===== src/rtl/multicycle_ctrl_pkg.sv =====
// Shared encodings for the multi-cycle control FSM: opcodes, state codes and
// the datapath select values driven by the controller.
package ctrl_pkg;

  localparam logic [6:0] OP_R      = 7'b0110011;
  localparam logic [6:0] OP_I      = 7'b0010011;
  localparam logic [6:0] OP_LOAD   = 7'b0000011;
  localparam logic [6:0] OP_STORE  = 7'b0100011;
  localparam logic [6:0] OP_BRANCH = 7'b1100011;
  localparam logic [6:0] OP_JAL    = 7'b1101111;
  localparam logic [6:0] OP_JALR   = 7'b1100111;
  localparam logic [6:0] OP_ECALL  = 7'b1110011;

  localparam logic [3:0] S_IF      = 4'd0;
  localparam logic [3:0] S_ID      = 4'd1;
  localparam logic [3:0] S_EX_R    = 4'd2;
  localparam logic [3:0] S_EX_I    = 4'd3;
  localparam logic [3:0] S_EX_ADDR = 4'd4;
  localparam logic [3:0] S_MEM_R   = 4'd5;
  localparam logic [3:0] S_MEM_W   = 4'd6;
  localparam logic [3:0] S_WB      = 4'd7;
  localparam logic [3:0] S_EX_BR   = 4'd8;
  localparam logic [3:0] S_EX_JALR = 4'd9;
  localparam logic [3:0] S_JUMP    = 4'd10;
  localparam logic [3:0] S_PC4     = 4'd11;
  localparam logic [3:0] S_HALT    = 4'd12;

  typedef enum logic [3:0] {
    ST_IF      = S_IF,
    ST_ID      = S_ID,
    ST_EX_R    = S_EX_R,
    ST_EX_I    = S_EX_I,
    ST_EX_ADDR = S_EX_ADDR,
    ST_MEM_R   = S_MEM_R,
    ST_MEM_W   = S_MEM_W,
    ST_WB      = S_WB,
    ST_EX_BR   = S_EX_BR,
    ST_EX_JALR = S_EX_JALR,
    ST_JUMP    = S_JUMP,
    ST_PC4     = S_PC4,
    ST_HALT    = S_HALT
  } state_t;

  localparam logic [1:0] ALU_ADD    = 2'd0;
  localparam logic [1:0] ALU_FUNCT  = 2'd1;
  localparam logic [1:0] ALU_BRANCH = 2'd2;

  localparam logic [1:0] SRC_B_REG  = 2'd0;
  localparam logic [1:0] SRC_B_FOUR = 2'd1;
  localparam logic [1:0] SRC_B_IMM  = 2'd2;

  localparam logic [1:0] WB_ALUOUT  = 2'd0;
  localparam logic [1:0] WB_MDR     = 2'd1;
  localparam logic [1:0] WB_ALU     = 2'd2;

endpackage


===== src/rtl/multicycle_ctrl_if.sv =====
// Controller <-> datapath bundle: status inputs to the FSM and every
// enable/select it drives back into the datapath.
interface multicycle_ctrl_if;
  logic [6:0] opcode;
  logic       bcond;
  logic       halt_cond;
  logic       mem_ready;
  logic       pc_update;
  logic       pc_source;
  logic       i_or_d;
  logic       mem_read;
  logic       mem_write;
  logic       ir_write;
  logic       mdr_write;
  logic       reg_write;
  logic [1:0] wb_sel;
  logic       alu_src_a;
  logic [1:0] alu_src_b;
  logic [1:0] alu_op;
  logic       inst_done;
  logic       is_halted;

  modport master (
    input  opcode, bcond, halt_cond, mem_ready,
    output pc_update, pc_source, i_or_d, mem_read, mem_write, ir_write,
           mdr_write, reg_write, wb_sel, alu_src_a, alu_src_b, alu_op,
           inst_done, is_halted
  );

  modport slave (
    output opcode, bcond, halt_cond, mem_ready,
    input  pc_update, pc_source, i_or_d, mem_read, mem_write, ir_write,
           mdr_write, reg_write, wb_sel, alu_src_a, alu_src_b, alu_op,
           inst_done, is_halted
  );
endinterface


===== src/rtl/multicycle_ctrl.sv =====
// Multi-cycle core control FSM: sequences IF/ID/EX/MEM/WB one instruction at a
// time, waits on mem_ready and parks in HALT until reset.
module multicycle_ctrl
  import ctrl_pkg::*;
#(
  parameter bit UNKNOWN_HALT = 1'b0
) (
  input  logic               clk,
  input  logic               reset,
  multicycle_ctrl_if.master  bus
);

  state_t state_reg, state_next;
  logic   is_load_reg, is_load_next;

  always_ff @(posedge clk) begin
    if (reset) begin
      state_reg   <= ST_IF;
      is_load_reg <= 1'b0;
    end else begin
      state_reg   <= state_next;
      is_load_reg <= is_load_next;
    end
  end

  always_comb begin
    state_next   = state_reg;
    is_load_next = is_load_reg;
    case (state_reg)
      ST_IF:      if (bus.mem_ready) state_next = ST_ID;
      ST_ID: begin
        is_load_next = 1'b0;
        case (bus.opcode)
          OP_R:               state_next = ST_EX_R;
          OP_I:               state_next = ST_EX_I;
          OP_LOAD, OP_STORE:  state_next = ST_EX_ADDR;
          OP_BRANCH:          state_next = ST_EX_BR;
          OP_JAL:             state_next = ST_JUMP;
          OP_JALR:            state_next = ST_EX_JALR;
          OP_ECALL:           state_next = bus.halt_cond ? ST_HALT : ST_PC4;
          default:            state_next = UNKNOWN_HALT ? ST_HALT : ST_PC4;
        endcase
      end
      ST_EX_R:    state_next = ST_WB;
      ST_EX_I:    state_next = ST_WB;
      ST_EX_ADDR: begin
        // The load flag later chooses MDR vs ALUOut for writeback.
        is_load_next = (bus.opcode == OP_LOAD);
        state_next   = (bus.opcode == OP_LOAD) ? ST_MEM_R : ST_MEM_W;
      end
      ST_MEM_R:   if (bus.mem_ready) state_next = ST_WB;
      ST_MEM_W:   if (bus.mem_ready) state_next = ST_IF;
      ST_WB:      state_next = ST_IF;
      ST_EX_BR:   state_next = bus.bcond ? ST_IF : ST_PC4;
      ST_EX_JALR: state_next = ST_JUMP;
      ST_JUMP:    state_next = ST_IF;
      ST_PC4:     state_next = ST_IF;
      ST_HALT:    state_next = ST_HALT;
      default:    state_next = ST_IF;
    endcase
  end

  logic       pc_write, pc_write_cond;
  logic       pc_source, i_or_d, mem_read, mem_write, ir_write, mdr_write;
  logic       reg_write, alu_src_a, inst_done, is_halted;
  logic [1:0] wb_sel, alu_src_b, alu_op;
  logic       pc_update;

  always_comb begin
    pc_write      = 1'b0;
    pc_write_cond = 1'b0;
    pc_source     = 1'b0;
    i_or_d        = 1'b0;
    mem_read      = 1'b0;
    mem_write     = 1'b0;
    ir_write      = 1'b0;
    mdr_write     = 1'b0;
    reg_write     = 1'b0;
    wb_sel        = WB_ALUOUT;
    alu_src_a     = 1'b0;
    alu_src_b     = SRC_B_REG;
    alu_op        = ALU_ADD;
    inst_done     = 1'b0;
    is_halted     = 1'b0;
    case (state_reg)
      ST_IF: begin
        mem_read = 1'b1;
        ir_write = bus.mem_ready;
      end
      ST_ID: alu_src_b = SRC_B_IMM;
      ST_EX_R: begin
        alu_src_a = 1'b1;
        alu_op    = ALU_FUNCT;
      end
      ST_EX_I: begin
        alu_src_a = 1'b1;
        alu_src_b = SRC_B_IMM;
        alu_op    = ALU_FUNCT;
      end
      ST_EX_ADDR, ST_EX_JALR: begin
        alu_src_a = 1'b1;
        alu_src_b = SRC_B_IMM;
      end
      ST_MEM_R: begin
        mem_read  = 1'b1;
        i_or_d    = 1'b1;
        mdr_write = bus.mem_ready;
      end
      ST_MEM_W: begin
        mem_write = 1'b1;
        i_or_d    = 1'b1;
        alu_src_b = SRC_B_FOUR;
        pc_write  = bus.mem_ready;
        inst_done = bus.mem_ready;
      end
      ST_WB: begin
        reg_write = 1'b1;
        wb_sel    = is_load_reg ? WB_MDR : WB_ALUOUT;
        alu_src_b = SRC_B_FOUR;
        pc_write  = 1'b1;
        inst_done = 1'b1;
      end
      ST_EX_BR: begin
        alu_src_a     = 1'b1;
        alu_op        = ALU_BRANCH;
        pc_write_cond = 1'b1;
        pc_source     = 1'b1;
        inst_done     = bus.bcond;
      end
      ST_JUMP: begin
        alu_src_b = SRC_B_FOUR;
        reg_write = 1'b1;
        wb_sel    = WB_ALU;
        pc_write  = 1'b1;
        pc_source = 1'b1;
        inst_done = 1'b1;
      end
      ST_PC4: begin
        alu_src_b = SRC_B_FOUR;
        pc_write  = 1'b1;
        inst_done = 1'b1;
      end
      ST_HALT: is_halted = 1'b1;
      default: ;
    endcase

    pc_update = pc_write | (pc_write_cond & bus.bcond);

    // Reset kills the in-flight instruction immediately, not a cycle later.
    if (reset) begin
      pc_update = 1'b0;
      pc_source = 1'b0;
      i_or_d    = 1'b0;
      mem_read  = 1'b0;
      mem_write = 1'b0;
      ir_write  = 1'b0;
      mdr_write = 1'b0;
      reg_write = 1'b0;
      wb_sel    = WB_ALUOUT;
      alu_src_a = 1'b0;
      alu_src_b = SRC_B_REG;
      alu_op    = ALU_ADD;
      inst_done = 1'b0;
      is_halted = 1'b0;
    end
  end

  assign bus.pc_update = pc_update;
  assign bus.pc_source = pc_source;
  assign bus.i_or_d    = i_or_d;
  assign bus.mem_read  = mem_read;
  assign bus.mem_write = mem_write;
  assign bus.ir_write  = ir_write;
  assign bus.mdr_write = mdr_write;
  assign bus.reg_write = reg_write;
  assign bus.wb_sel    = wb_sel;
  assign bus.alu_src_a = alu_src_a;
  assign bus.alu_src_b = alu_src_b;
  assign bus.alu_op    = alu_op;
  assign bus.inst_done = inst_done;
  assign bus.is_halted = is_halted;

endmodule

===== src/flat_wrapper.sv =====
// flat-port wrapper written by rule: the top's interface ports become plain ports
module multicycle_ctrl_flat import ctrl_pkg::*;
#(
  parameter bit UNKNOWN_HALT = 1'b0
)
  (clk, reset, bus_opcode, bus_bcond, bus_halt_cond, bus_mem_ready, bus_pc_update, bus_pc_source, bus_i_or_d, bus_mem_read, bus_mem_write, bus_ir_write, bus_mdr_write, bus_reg_write, bus_wb_sel, bus_alu_src_a, bus_alu_src_b, bus_alu_op, bus_inst_done, bus_is_halted);
  multicycle_ctrl_if bus_i ();
  input  logic clk;
  input  logic reset;
  input wire logic [$bits(bus_i.opcode)-1:0] bus_opcode;
  input wire logic [$bits(bus_i.bcond)-1:0] bus_bcond;
  input wire logic [$bits(bus_i.halt_cond)-1:0] bus_halt_cond;
  input wire logic [$bits(bus_i.mem_ready)-1:0] bus_mem_ready;
  output wire logic [$bits(bus_i.pc_update)-1:0] bus_pc_update;
  output wire logic [$bits(bus_i.pc_source)-1:0] bus_pc_source;
  output wire logic [$bits(bus_i.i_or_d)-1:0] bus_i_or_d;
  output wire logic [$bits(bus_i.mem_read)-1:0] bus_mem_read;
  output wire logic [$bits(bus_i.mem_write)-1:0] bus_mem_write;
  output wire logic [$bits(bus_i.ir_write)-1:0] bus_ir_write;
  output wire logic [$bits(bus_i.mdr_write)-1:0] bus_mdr_write;
  output wire logic [$bits(bus_i.reg_write)-1:0] bus_reg_write;
  output wire logic [$bits(bus_i.wb_sel)-1:0] bus_wb_sel;
  output wire logic [$bits(bus_i.alu_src_a)-1:0] bus_alu_src_a;
  output wire logic [$bits(bus_i.alu_src_b)-1:0] bus_alu_src_b;
  output wire logic [$bits(bus_i.alu_op)-1:0] bus_alu_op;
  output wire logic [$bits(bus_i.inst_done)-1:0] bus_inst_done;
  output wire logic [$bits(bus_i.is_halted)-1:0] bus_is_halted;
  assign bus_i.opcode = bus_opcode;
  assign bus_i.bcond = bus_bcond;
  assign bus_i.halt_cond = bus_halt_cond;
  assign bus_i.mem_ready = bus_mem_ready;
  assign bus_pc_update = bus_i.pc_update;
  assign bus_pc_source = bus_i.pc_source;
  assign bus_i_or_d = bus_i.i_or_d;
  assign bus_mem_read = bus_i.mem_read;
  assign bus_mem_write = bus_i.mem_write;
  assign bus_ir_write = bus_i.ir_write;
  assign bus_mdr_write = bus_i.mdr_write;
  assign bus_reg_write = bus_i.reg_write;
  assign bus_wb_sel = bus_i.wb_sel;
  assign bus_alu_src_a = bus_i.alu_src_a;
  assign bus_alu_src_b = bus_i.alu_src_b;
  assign bus_alu_op = bus_i.alu_op;
  assign bus_inst_done = bus_i.inst_done;
  assign bus_is_halted = bus_i.is_halted;
  multicycle_ctrl #(.UNKNOWN_HALT(UNKNOWN_HALT)) u_core (.clk(clk), .reset(reset), .bus(bus_i));
endmodule

===== config.mk =====
export PLATFORM = sky130hd
export DESIGN_NAME = multicycle_ctrl_flat
export DESIGN_NICKNAME = d
export VERILOG_FILES = /design/src/rtl/multicycle_ctrl_pkg.sv /design/src/rtl/multicycle_ctrl_if.sv /design/src/rtl/multicycle_ctrl.sv /design/src/flat_wrapper.sv
export SDC_FILE = /design/constraint.sdc
export NUM_CORES = 1
export LEC_CHECK = 0
export BUFFER_PORTS_ARGS = -buffer_cell sky130_fd_sc_hd__buf_2
export CAP_MARGIN = 15
export CORE_UTILIZATION = 46
export DETAILED_ROUTE_END_ITERATION = 8
export PLACE_DENSITY = 0.78
export SYNTH_ARGS = -nofsm -noshare
export SYNTH_HDL_FRONTEND = slang
export SYNTH_SLANG_ARGS = --single-unit

===== constraint.sdc =====
create_clock -name clk -period 2.7 [get_ports clk]
set_clock_uncertainty 0.15 [all_clocks]
set_input_delay 0.405 -clock clk [delete_from_list [all_inputs] [get_ports clk]]
set_output_delay 0.405 -clock clk [all_outputs]
set_load 0.05 [all_outputs]

Word-level counts from Yosys, hierarchy flattened
Index checks and enable logic that the tools add are counted.
{"block": "op_classes", "n_addsub": 0, "n_mul": 0, "div_mod_pow": 0, "magnitude_cmp": 0, "eq_ne": 23, "shifts": 0, "muxes": 39, "bitwise": 2, "reduce_logical": 13}
{"operator": "4-bit one-hot mux with 9 select lines", "count": 1}
{"operator": "7-bit == test, second input constant", "count": 4}
{"operator": "4-bit one-hot mux with 7 select lines", "count": 1}
{"operator": "1-bit two-way mux", "count": 22}
{"operator": "4-bit == test, second input constant", "count": 5}
{"operator": "4-bit by 3-bit == test with 1-bit output, second input constant", "count": 4}
{"operator": "4-bit two-way mux", "count": 4}
{"operator": "7-bit by 6-bit == test with 1-bit output, second input constant", "count": 2}
{"operator": "2-bit one-hot mux with 2 select lines", "count": 3}
{"operator": "2-bit OR reduction", "count": 6}
{"operator": "4-bit by 2-bit == test with 1-bit output, second input constant", "count": 2}
{"operator": "2-bit two-way mux", "count": 4}
{"operator": "4-bit OR reduction", "count": 2}
{"operator": "7-bit by 2-bit == test with 1-bit output, second input constant", "count": 1}
{"operator": "7-bit by 5-bit == test with 1-bit output, second input constant", "count": 1}
{"operator": "2-bit != test, second input constant", "count": 3}
{"operator": "5-bit OR reduction", "count": 1}
{"operator": "4-bit by 1-bit == test with 1-bit output, second input constant", "count": 1}
{"operator": "4-bit zero test", "count": 1}
{"operator": "1-bit one-hot mux with 2 select lines", "count": 2}
{"operator": "3-bit two-way mux", "count": 1}
{"operator": "1-bit one-hot mux with 3 select lines", "count": 1}
{"operator": "3-bit AND reduction", "count": 1}
{"operator": "3-bit OR reduction", "count": 1}
{"operator": "other kinds (3)", "count": 3}
{"block": "totals", "regBits": 5, "latchBits": 0, "ramBits": 0, "romBits": 0, "inputBits": 12, "n_memories": 0}

Logic depth before layout (Yosys ltp)
Gate-level depths: netlist (run 1).
{"block": "logic_depth", "word_depth": 5, "mapped_depth": 6, "mapped_depth_nobuf": 5}

Worst setup path before layout (run 1)
No wires, ideal clock.
{"block": "synth_timing", "kind": "reg2out", "start": "register u_core.state_reg[2]", "end": "output port bus_wb_sel[0]", "arrival_time_ns": 2.593, "required_time_ns": 2.145, "setup_slack_ns": -0.448, "path_stages_with_launch": 5, "path_buffers": 2, "path_cell_list": "dfxtp_1 clkbuf_1 clkbuf_1 nand2_1 nor4b_1"}
{"block": "synth_via", "elab_chain_len": 3}
{"element": "start: declaration", "line": "multicycle_ctrl.sv:13", "text": "state_t state_reg, state_next;"}
{"element": "start signal: assignment", "line": "multicycle_ctrl.sv:21", "text": "state_reg <= state_next;"}
{"element": "4-bit == test / 4-bit by 3-bit == test with 1-bit output (equally long branches)", "line": "multicycle_ctrl.sv:85", "text": "case (state_reg)"}
{"element": "2-bit one-hot mux with 2 select lines (*)", "line": "multicycle_ctrl.sv:85"}
{"element": "2-bit two-way mux (*)", "line": "multicycle_ctrl.sv:150", "text": "if (reset) begin"}
{"element": "end: declaration", "line": "flat_wrapper.sv:22", "text": "output wire logic [$bits(bus_i.wb_sel)-1:0] bus_wb_sel;"}
Every way passes the cells marked *; elsewhere a longest branch is shown, timed or not.

Final worst setup path (run 1)
{"block": "layout_timing", "start": "register u_core.state_reg[1]", "end": "output port bus_alu_src_b[1]"}
{"block": "layout_via", "elab_chain_len": 4}
{"element": "4-bit by 3-bit == test with 1-bit output, or another cell as far along", "line": "multicycle_ctrl.sv:85"}
{"element": "4-bit OR reduction (no line)"}
{"element": "2-bit one-hot mux with 2 select lines (*)", "line": "multicycle_ctrl.sv:85"}
{"element": "2-bit two-way mux (*)", "line": "multicycle_ctrl.sv:150"}
{"element": "end: declaration", "line": "flat_wrapper.sv:24", "text": "output wire logic [$bits(bus_i.alu_src_b)-1:0] bus_alu_src_b;"}
Marked as above.

==> impl_metrics.toml, run 1 <==
[outcome]
status = "finished, final reports clean"

[placed_design]
dp.cells = 142
portBuffers = 28
hpwl_mm = 1.44
placed_area_um2 = 831
gp_congestion = 0.844

[clock_tree]
clock_tree.buffer_depth = 2
clk_latency_ps = 240
cts_hold_buf = 0
clock_sinks = 5
cts_tree = "yes"
clk_pin_slew_worst_paths_ps = 40
htreeDepth = 1
cts_resized = 0
post_cts_buffers = 0
tritoncts.num_buffers = 3
cts_root_buf = "clkbuf_4"

[die]
die_w_um = 40.2
io_pins = 29
start_util = 0.504
core_um2 = 1330
dieArea_um2 = 1620
rows = 13
die_h_um = 40.2

[setup_path]
slowest_delay_ps = 440
crit_type = "flop to output port"
crit_path_end_kind = "output port"
r2r_cells = 5
cp.depth = 4
path_buf_inv = 1
path_cells = "nand2b_1 > or3_1 > a21oi_1 > buf_2"
cpMaxStageDelayCell = "dfxtp_1"
required_ps = 2140
cpLargestDelayFamily = "simple AND/OR/NAND/NOR gates"
cp.arrival_ps = 1840
cp_max_fo = 14
startpoint_type = "flop"

[global_route]
track_usage = 0.280
first_global_vias = 738
antenna_found_initial = 0
grt-ovfl-total = 0
grt_max_degree = 24
grt_pass1_wl_mm = 3.12

[worst_hold_path]
holdPathStages = 2
min_path_type = "flop to flop"

[timing]
slew_violations = 0
finalCritPeriodShare = 0.887
slew_headroom = 0.501
finalCriticalPeriod_ps = 2400
setup-violations-final = 0
worstMarginPinSlew_ps = 748
timing.fmax_mhz = 417
hold_violations = 0
rsz0062_at_grt = "no"

[logic_synthesis]
ys_warn_count = 0
synth_common_cells = "13 x nor2_1, 11 x a21oi_1, 11 x o21ai_0, 7 x nand2_1, 7 x nor3_1"
syn-instance-count = 107
synth-edff-count = 0
async_flop_share = 0
synth_top_area_cell = "dfxtp_1"
yosysTopAreaCellShare = 0.149
synthesis.area_um2 = 672
synth_flop_cell = "dfxtp_1"
synth.area.top_cells = "dfxtp_1 15%, a21oi_1 8.2%, o21ai_0 8.2%, nor2_1 7.3%, nor3_1 5.2%"
avgSynthCellArea_um2 = 6.28
yosysMostFrequentCell = "nor2_1"
syn-num-nets = 119
ys_ff_latch = 5
seq_area_frac_synth = 0.149
ys_types = 37

[routing]
drcViolationCount = 0
vias = 874
drtIter0Drc = 26
ant_nets = 0
avgViaCountPerCell = 5.99
wl_mm = 1.90
first_pass_iters = 4
detail_route.wl_per_cell_um = 13.0

[final_layout]
stdcell_area_um2 = 858
final_cells = 146
layout.nets = 144
largest_reg_flops = 4
diodes = 0
area_growth_pct = 27.7
drive_above_1_share = 0.298
final_util = 0.644

[pwr]
peakVddDrop_mv = 0.517
p_per_area_nw_per_um2 = 977
p_total_mw = 0.839
p_leak_nw = 0.373

[run]
maxCapViolCount = 0
-- logic make-up (layout without fill, tap and decap cells) --
group                     count (synthesis)  count (layout)  synth area share
buffers and inverters                    15              39            0.0894
muxes                                     1               1            0.0149
and+or+nand+nor                          46              46             0.363
AOI/OAI and AO/OA                        37              37             0.345
xor gates and xnor gates                  3               3            0.0391
DFF                                       5               5             0.149
-- through the flow --
stage / setup TNS (ps) / setup slack [ps] / hold WS (ps)
after CTS: 0 / 139 / 346
final: 0 / 304 / 344
after global placement: 0 / 467 / 340
after detailed placement: 0 / 412 / 335
after floorplan: -26.0 / -26.0 / 306
after global routing: 0 / 167 / 369
-- cell type report --
| type | count | area [um^2] |
|---|---|---|
| Clock buffer | 4 | 26.3 |
| Inverter | 6 | 22.5 |
| Fill cell | 136 | 475 |
| Tap cell | 15 | 18.8 |
| Multi-Input combinational cell | 87 | 542 |
| Timing Repair Buffer | 29 | 148 |
| Sequential cell | 5 | 101 |
-- placed cells by master (no fill, tap or decap), types with 3 or more instances in the layout --
master | netlist | layout
nor2_1 | 13 | 13
inv_1 | 6 | 6
nor4_2 | 0 | 3
dfxtp_1 | 5 | 4
a21oi_1 | 11 | 11
clkbuf_4 | 0 | 3
nor3_1 | 7 | 6
o21ai_0 | 11 | 11
nand2b_1 | 4 | 4
buf_2 | 0 | 28
nand2_1 | 7 | 7
-- tightest hold or removal path: stages, from the launching register on --
cell and delay [ps]:
dfxtp_1 310, nand3b_1 70, a21oi_1 60
-- where the power goes --
group | switching [mW] | leakage (nW) | internal [mW] | total (mW)
combinational | 0.378 | 0.316 | 0.193 | 0.572
sequential | 0.0821 | 0.0414 | 0.0995 | 0.182
clock | 0.0296 | 0.0150 | 0.0558 | 0.0854
total | 0.490 | 0.373 | 0.349 | 0.839
-- final timing paths --
check | startpoint | end | slack, ps
worst max register to register | u_core.state_reg[1] | u_core.state_reg[1] | 880
worst max-delay path | u_core.state_reg[1] | bus_alu_src_b[1] | 300
worst min-delay path | u_core.is_load_reg | u_core.is_load_reg | 340
worst min register to register | u_core.is_load_reg | u_core.is_load_reg | 340
-- routing by layer --
layer  global-route usage  routed length, um  up-vias
li1                     -                  -      439
met1                0.348                839      392
met2                0.500                953       41
met3               0.0667                 94        2
met4               0.0333                 14        0
met5                    0                  0        -
No activity file was read; power rests on OpenSTA's default activity.
==> inputs of run 2 (changes only) <==
Settings changed: ABC_AREA set to 1, CORE_MARGIN set to 2, CORE_UTILIZATION 46 to 47.
==> impl_metrics.toml, run 2 <==
[timing]
rsz0062_at_grt = "no"
setup-violations-final = 0
fin_setup_tns_ps = 0
finalCriticalPeriod_ps = 2280
timing.fmax_mhz = 439
slew_headroom = 0.697
worstMarginPinSlew_ps = 450
finalCritPeriodShare = 0.844
hold_violations = 0
slew_violations = 0
worst_hold_slack_ps = 364

[die]
start_util = 0.492
die_h_um = 43.5
dieArea_um2 = 1890
rows = 14
io_pins = 29
die_w_um = 43.5
core_um2 = 1490

[pwr]
p_leak_nw = 0.502
p_comb_frac = 0.716
peakVddDrop_mv = 0.484
power_frac_clock = 0.111
power_frac_seq = 0.173
p_sw_mw = 0.490
swShare = 0.608
intPower_mw = 0.315
p_per_area_nw_per_um2 = 876

[logic_synthesis]
yosysTopAreaCellShare = 0.159
synth_common_cells = "31 x nand2_1, 23 x nor2_1, 16 x inv_1, 8 x a21oi_1, 8 x nand3_1"
seq_area_frac_synth = 0.137
synth.area.top_cells = "nand2_1 16%, dfxtp_1 14%, nor2_1 12%, inv_1 8.2%, a21oi_1 5.5%"
synth_flop_cell = "dfxtp_1"
syn-num-nets = 147
syn-instance-count = 135
synth_top_area_cell = "nand2_1"
synth-edff-count = 0
ys_types = 25
yosysMostFrequentCell = "nand2_1"
ys_warn_count = 0
async_flop_share = 0
avgSynthCellArea_um2 = 5.43
synthesis.area_um2 = 733
ys_ff_latch = 5

[setup_path]
cp.arrival_ps = 1720
cp_max_fo = 6
startpoint_type = "flop"
path_cells = "inv_2 > nor2_2 > inv_1 > nor2_1 > a21oi_1 > a21oi_1 > buf_2"
slowest_delay_ps = 440
crit_path_end_kind = "output port"
crit_type = "flop to output port"
path_common_cell = "a21oi_1"
cpMaxStageDelayCell = "dfxtp_1"
required_ps = 2140

[global_route]
grt_max_degree = 21
antenna_found_initial = 0
track_usage = 0.233
grt-ovfl-total = 0
grt_pass1_wl_mm = 3.32
first_global_vias = 788

[final_layout]
layout.nets = 178
diodes = 0
final_util = 0.617
drive_above_1_share = 0.333
largest_reg_flops = 4
mostFrequentLayoutCells = "31 x nand2_1, 28 x buf_2, 23 x nor2_1, 16 x inv_1"
layout_commonest_cell = "nand2_1"
area_growth_pct = 25.3

[clock_tree]
clock_sinks = 5
post_cts_buffers = 0
cts_resized = 0
cts_root_buf = "clkbuf_4"
tritoncts.num_buffers = 3
htreeDepth = 1
clk_pin_slew_worst_paths_ps = 50
cts_tree = "yes"
clk_latency_ps = 240
cts_hold_buf = 0
clock_tree.buffer_depth = 2

[routing]
drcViolationCount = 0
detail_route.wl_per_cell_um = 10.6
wl_met3_um = 138
ant_nets = 0
met2WireLength_um = 845
drt-met1-wl_um = 910
top_layer = "met4"
first_pass_iters = 4
avgViaCountPerCell = 5.48
wl_mm = 1.92
drtIter0Drc = 33
vias = 991

[placed_design]
gp_congestion = 0.925
hpwl_mm = 1.58
portBuffers = 28

[run]
maxCapViolCount = 0

[worst_hold_path]
min_path_type = "primary input to flop"

[outcome]
status = "finished, final reports clean"
==> run 2: cell count changes after synthesis, moves of 3 or more <==
cell / change
o21ai_0: -7
nand2_1: +24
nand2b_1: -4
nor2_2: +3
nand3_1: +7
a21oi_1: -3
inv_1: +10
nand2_2: +4
clkbuf_1: -5
inv_2: +7
nor2_1: +10
==> run 2: cell type report <==
type,count,area (um^2)
multi-input cells,105,546
fillers,157,571
flip-flops and latches,5,100
well taps,16,20.0
inverters,23,86.3
repair buffers,28,140
clock buffers,4,26.3
==> run 2: power by group through the flow <==
stage | Sequential (mW) | Clock, mW | Combinational (mW)
2_1_floorplan | 0.131 | 0 | 0.471
3_3_place_gp | 0.139 | 0 | 0.570
3_5_place_dp | 0.139 | 0 | 0.572
4_1_cts | 0.138 | 0.0928 | 0.574
5_1_grt | 0.143 | 0.104 | 0.627
6_report | 0.139 | 0.0897 | 0.576
==> run 2: worst paths after layout <==
kind	start	endpoint	slack, ps	cells past startpoint
worst max-delay path	u_core.state_reg[0]	bus_alu_src_b[1]	420	7
worst min-delay path	bus_mem_ready	u_core.state_reg[0]	360	4
worst max register to register	u_core.state_reg[2]	u_core.state_reg[1]	1130	9
worst min register to register	u_core.is_load_reg	u_core.is_load_reg	380	2
==> run 2: metrics by stage <==
stage                     setup slack, ps  cells  cell area [um^2]  power [mW]
after CTS                             436    181               918       0.805
after floorplan                       316    135               739       0.602
after global placement                754    177               892       0.709
after detailed placement              718    177               892       0.711
after global routing                  300    181               918       0.874
final                                 420    181               918       0.805
==> run 2: critical path, delay by kind of cell (launching register included) <==
kind	cells	cell delay [ps]
buf+inv	3	480
flops	1	440
simple gates	2	330
compound gates	2	230
==> run 2: cells by family after synthesis <==
group / Yosys count / synth area share
AOI/OAI and AO/OA: 23 / 0.191
buffers and inverters: 25 / 0.128
DFF: 5 / 0.137
and+or+nand+nor: 82 / 0.544
==> run 2: layer usage <==
| layer | up-vias | GRT usage |
|---|---|---|
| li1 | 499 | - |
| met5 | - | 0 |
| met3 | 2 | 0.0375 |
| met1 | 446 | 0.326 |
| met4 | 0 | 0.109 |
| met2 | 44 | 0.349 |
